<file path="config.mk">
export PLATFORM = sky130hd
export DESIGN_NAME = aidc_lite_concat_arbiter
export DESIGN_NICKNAME = d
export VERILOG_FILES = /design/src/rtl/aidc_lite_concat_arbiter.sv
export SDC_FILE = /design/constraint.sdc
export NUM_CORES = 1
export LEC_CHECK = 0
export ABC_AREA = 1
export CORE_AREA = 2 2 152 154
export DETAILED_ROUTE_END_ITERATION = 6
export DIE_AREA = 0 0 154 156
export SYNTH_ARGS = -nofsm -noshare
export SYNTH_HDL_FRONTEND = slang
export SYNTH_SLANG_ARGS = --single-unit
</file>
<file path="constraint.sdc">
create_clock -name clk -period 2.65 [get_ports clk]
set_input_delay 0.53 -clock clk [delete_from_list [all_inputs] [get_ports clk]]
set_output_delay 0.53 -clock clk [all_outputs]
set_load 0.005 [all_outputs]
</file>
<file path="src/rtl/aidc_lite_concat_arbiter.sv">
// Packet-level round-robin arbiter sharing one AIDC-Lite concatenator
// among several compressor lanes; tracks owner and reports completion.
module aidc_lite_concat_arbiter #(
    parameter int NUM_REQ   = 4,
    parameter int DATA_SIZE = 66,
    parameter int ID_W      = $clog2(NUM_REQ)
) (
    input  logic                         clk,
    input  logic                         rst_n,
    input  logic [NUM_REQ-1:0]           req_valid_i,
    input  logic [NUM_REQ-1:0]           req_sop_i,
    input  logic [NUM_REQ-1:0]           req_eop_i,
    input  logic [NUM_REQ*DATA_SIZE-1:0] req_data_i,
    input  logic [NUM_REQ*7-1:0]         req_size_i,
    output logic [NUM_REQ-1:0]           req_ready_o,
    output logic                         cc_valid_o,
    output logic                         cc_sop_o,
    output logic                         cc_eop_o,
    output logic [DATA_SIZE-1:0]         cc_data_o,
    output logic [6:0]                   cc_size_o,
    input  logic                         cc_done_i,
    input  logic                         cc_fail_i,
    output logic [ID_W-1:0]              owner_o,
    output logic                         owner_valid_o,
    output logic                         cpl_valid_o,
    output logic [ID_W-1:0]              cpl_id_o,
    output logic                         cpl_fail_o
);

    typedef enum logic [1:0] {
        IDLE,
        BUSY,
        DRAIN
    } state_t;

    state_t              state;
    state_t              state_n;
    logic [ID_W-1:0]     owner;
    logic [ID_W-1:0]     owner_n;
    logic [ID_W-1:0]     rr_ptr;
    logic [ID_W-1:0]     rr_n;
    logic                first;
    logic                first_n;
    logic                cpl_valid_n;
    logic [ID_W-1:0]     cpl_id_n;
    logic                cpl_fail_n;
    logic [NUM_REQ-1:0]  cand;
    logic [ID_W-1:0]     pick;
    logic [ID_W-1:0]     idx;
    logic                found;

    function automatic logic [ID_W-1:0] wrap(input int v);
        return ID_W'(v % NUM_REQ);
    endfunction

    assign cand = req_valid_i & req_sop_i;

    // First sop-candidate at or after rr_ptr, wrapping around the lanes
    always_comb begin
        found = 1'b0;
        pick  = '0;
        idx   = '0;
        for (int k = 0; k < NUM_REQ; k++) begin
            idx = wrap(int'(rr_ptr) + k);
            if (!found && cand[idx]) begin
                found = 1'b1;
                pick  = idx;
            end
        end
    end

    always_comb begin
        state_n     = state;
        owner_n     = owner;
        rr_n        = rr_ptr;
        first_n     = first;
        cpl_valid_n = 1'b0;
        cpl_id_n    = cpl_id_o;
        cpl_fail_n  = cpl_fail_o;
        req_ready_o = '0;
        cc_valid_o  = 1'b0;
        cc_sop_o    = 1'b0;
        cc_eop_o    = 1'b0;
        cc_data_o   = '0;
        cc_size_o   = '0;
        unique case (state)
            IDLE: begin
                if (found) begin
                    state_n = BUSY;
                    owner_n = pick;
                    first_n = 1'b1;
                    rr_n    = wrap(int'(pick) + 1);
                end
            end
            BUSY: begin
                req_ready_o[owner] = 1'b1;
                cc_valid_o = req_valid_i[owner];
                cc_data_o  = req_data_i[int'(owner)*DATA_SIZE +: DATA_SIZE];
                cc_size_o  = req_size_i[int'(owner)*7 +: 7];
                cc_sop_o   = cc_valid_o & first;
                cc_eop_o   = cc_valid_o & req_eop_i[owner];
                if (cc_valid_o) begin
                    first_n = 1'b0;
                end
                if (cc_eop_o) begin
                    state_n = DRAIN;
                end
            end
            DRAIN: begin
                if (cc_done_i) begin
                    cpl_valid_n = 1'b1;
                    cpl_id_n    = owner;
                    cpl_fail_n  = cc_fail_i;
                    state_n     = IDLE;
                end
            end
            default: state_n = IDLE;
        endcase
    end

    always_ff @(posedge clk or negedge rst_n) begin
        if (!rst_n) begin
            state       <= IDLE;
            owner       <= '0;
            rr_ptr      <= '0;
            first       <= 1'b0;
            cpl_valid_o <= 1'b0;
            cpl_id_o    <= '0;
            cpl_fail_o  <= 1'b0;
        end else begin
            state       <= state_n;
            owner       <= owner_n;
            rr_ptr      <= rr_n;
            first       <= first_n;
            cpl_valid_o <= cpl_valid_n;
            cpl_id_o    <= cpl_id_n;
            cpl_fail_o  <= cpl_fail_n;
        end
    end

    // Owner stays visible through DRAIN to steer the final flush word
    assign owner_o       = owner;
    assign owner_valid_o = (state != IDLE);

endmodule

</file>
==> impl_metrics.toml, run 1 <==
[outcome]
outcome = "finished clean"

[cells_and_area]
area_growth_pct = 183
nets = 1084
mostFrequentLayoutCell = "sky130_fd_sc_hd__clkdlybuf4s50_1"
finalNonFillerCells = 1061
most-common-layout-cells = "sky130_fd_sc_hd__clkdlybuf4s50_1, sky130_fd_sc_hd__a22oi_1, sky130_fd_sc_hd__a21oi_1"
layout.cell_area.non_filler_um2 = 7200
drive_gt1_frac = 0.0813

[place]
dp.final_hpwl_um = 15100
place_inst = 1046
placed_instance_area_um2 = 6870
pre_cts_slack_ps = 33.9
buffer_ports.inserted = 394
finalWeightedCongestion = 0.782

[sta]
max-slew-margin-rel = 0.669
timing.final.crit_share = 0.985
final_count_of_hold_timing_violations = 0
final-setup-viol-count = 0
final-max-slew-violation-count = 0
final.setup_skew_ps = 0.864
worst-slew-pin-transition_ps = 495
rsz_0062_raised_after_global_routing = "true"
max_freq_ghz = 0.383
final_critical_path_setup_slack_ps = 38.7
whs_ps = 482
timing.final.crit_period_ps = 2610

[job]
maxCapViolCount = 0

[floorplan]
die-area_um2 = 24000
io_count = 395
core_um2 = 22400
dieWidth_um = 154
initial_core_util = 0.114
die_h_um = 156
core.rowCount = 55

[logic_synthesis]
synth.avg_cell_area_um2 = 6.49
synth-seq-area-share = 0.108
synthesis.instances = 392
mappedNetlistNets = 700
post_synth_instance_area_um2 = 2540
yosys_register_bits = 11
yosys_warnings = 0
synth_cell_type_count = 28

[global_routing]
grt_max_degree = 80
wire_length_of_the_first_global_routing_pass_um = 27300
first_global_vias = 4678
gr-total-overflow = 0
grt_antenna_before_repair = 1
global_router_s_overall_resource_usage = 0.143

[critical_path]
reg2reg_setup_slack_ps = 870
max_stage_delay_ps = 540
critical_path.most_common_cell = "sky130_fd_sc_hd__buf_4"
worstPathMaxFanout = 12
path_cells = "buf_4, nor2_4, buf_4, clkbuf_16, a22oi_1, a21oi_1, clkdlybuf4s50_1"
worst_path_max_delay_cell = "sky130_fd_sc_hd__clkdlybuf4s50_1"
critical_path.reg2reg.endpoint = "rr_ptr[1]$_DFFE_PN0P_"
worst-endpoint-required_ps = 2120
timing_worst_setup_path_type = "reg2out"
worstRegToRegCells = 9
worstSetupEndpointType = "output pin"
cp_data_arrival_time_ps = 2080
worstSetupStartpointType = "flip-flop"

[cts]
clk_transition_reported_paths_ps = 40
max-clock-path-buffers = 2
clk-insertion-delay-late_ps = 230
tritoncts = "done"
cts_buffers = 3
cts.sinks = 11
ctsRootBufferMaster = "sky130_fd_sc_hd__clkbuf_16"
cts.htree.levels = 1

[worst_hold_path]
hold_path.startpoint = "cpl_id_o[0]$_DFFE_PN0P_"
hold_path_end = "cpl_id_o[0]$_DFFE_PN0P_"
hp-class = "reg2reg"
worst_hold_path.num_cells = 2

[drt]
num_vias = 4843
routed_wire_length_um = 20000
met2WireLength_um = 9850
detail_route.wl_per_cell_um = 18.8
wl_met1_um = 8420
drtPass1Iterations = 6
antenna_violating_nets_post_route = 0
vias_per_cell = 4.56
drc = 0
met3_wirelength_um = 1590
routed.top_layer = "met4"
first_iter_violations = 363

[power_and_ir_drop]
irDropWorstVdd_mv = 0.598
power_density_nw_per_um2 = 908
static-leakage-power_nw = 2.83
sequential cells by signal, summed over array words and instances (netlist names), named ones only:
signal       count
cpl_valid_o      1
owner_o          2
rr_ptr           1
first            1
cpl_fail_o       1
cpl_id_o         2
state            2
worst max path at each step:
stage,startpoint,end,slack [ps]
3_3_place_gp,req_valid_i[0],cc_eop_o,60
5_1_grt,owner_o[1]$_DFFE_PN0P_,cc_data_o[38],-20
6_report,owner_o[1]$_DFFE_PN0P_,cc_size_o[3],40
2_1_floorplan,owner_o[0]$_DFFE_PN0P_,cc_data_o[10],810
4_1_cts,owner_o[0]$_DFFE_PN0P_,cc_data_o[11],-0.4
3_5_place_dp,req_valid_i[0],cc_eop_o,30
final cells by class:
class                           count  area (µm²)
Multi-Input combinational cell    326        2050
Timing Repair Buffer              422        4370
Inverter                           12        62.6
Fill cell                        2390       15200
Sequential cell                    11         277
Clock buffer                        4        78.8
Tap cell                          285         357
Antenna cell                        1        2.50
per-layer routing:
layer,vias to the layer above,track usage
met5,-,0
met4,0,0.0151
met3,6,0.0294
met2,259,0.251
met1,2273,0.185
li1,2305,-
Yosys cell counts, drive strengths merged:
| library cell | n | area (µm²) |
|---|---|---|
| a22oi | 147 | 1100 |
| a21oi | 74 | 370 |
| nand2 | 58 | 233 |
| buf | 32 | 171 |
| nand3 | 20 | 128 |
| nor2 | 12 | 60.1 |
| clkbuf | 11 | 41.3 |
| dfrtp | 11 | 275 |
| inv | 11 | 48.8 |
| o21ai | 6 | 45.0 |
| nor3 | 4 | 20.0 |
| o21a | 2 | 15.0 |
| a221oi | 1 | 15.0 |
| a31o | 1 | 8.76 |
| clkinv | 1 | 3.75 |
| nand4 | 1 | 6.26 |
power by group:
part | leakage (nW) | internal (mW) | switching, mW
logic | 2.66 | 3.08 | 2.84
registers | 0.133 | 0.247 | 0.101
clock network | 0.0382 | 0.202 | 0.0686
critical path, delay by kind of cell, from the launching register on:
family	cells	cell delay (ps)
buffers and inverters	4	1050
AND/OR/NAND/NOR	1	130
flip-flops	1	380
AO/OA/AOI/OAI	2	290
cell families after synthesis:
group,count (synthesis),share of synthesized area
AOI/OAI and AO/OA,231,0.612
and+or+nand+nor,95,0.176
buffers and inverters,55,0.104
DFF,11,0.108
per-stage QoR:
stage / utilization / power [mW] / setup TNS, ps
finish: 0.322 / 6.53 / 0
global route: 0.322 / 7.03 / -153
CTS: 0.313 / 6.28 / -0.772
detailed placement: 0.307 / 5.87 / 0
global placement: 0.307 / 5.86 / 0
floorplan: - / 2.97 / 0
repair_timing:
action / CTS / global route
hold buffers: 0 / 0
endpoints found under the setup margin: 47 / 68
pin swaps: 2 / 9
gates resized for setup: 7 / 29
setup buffers: 0 / 5
gates cloned: 1 / 4
Note: power is estimated with default switching activity, not from simulation.
==> run 2, diff against run 1 <==
--- a/config.mk
+++ b/config.mk
@@ -9,6 +9,7 @@
 export CORE_AREA = 2 2 152 154
 export DETAILED_ROUTE_END_ITERATION = 6
 export DIE_AREA = 0 0 154 156
+export HOLD_SLACK_MARGIN = 0.12
 export SYNTH_ARGS = -nofsm -noshare
 export SYNTH_HDL_FRONTEND = slang
 export SYNTH_SLANG_ARGS = --single-unit
==> results of run 2 <==
The final DEF is identical to that of run 1; final timing and power are the same.
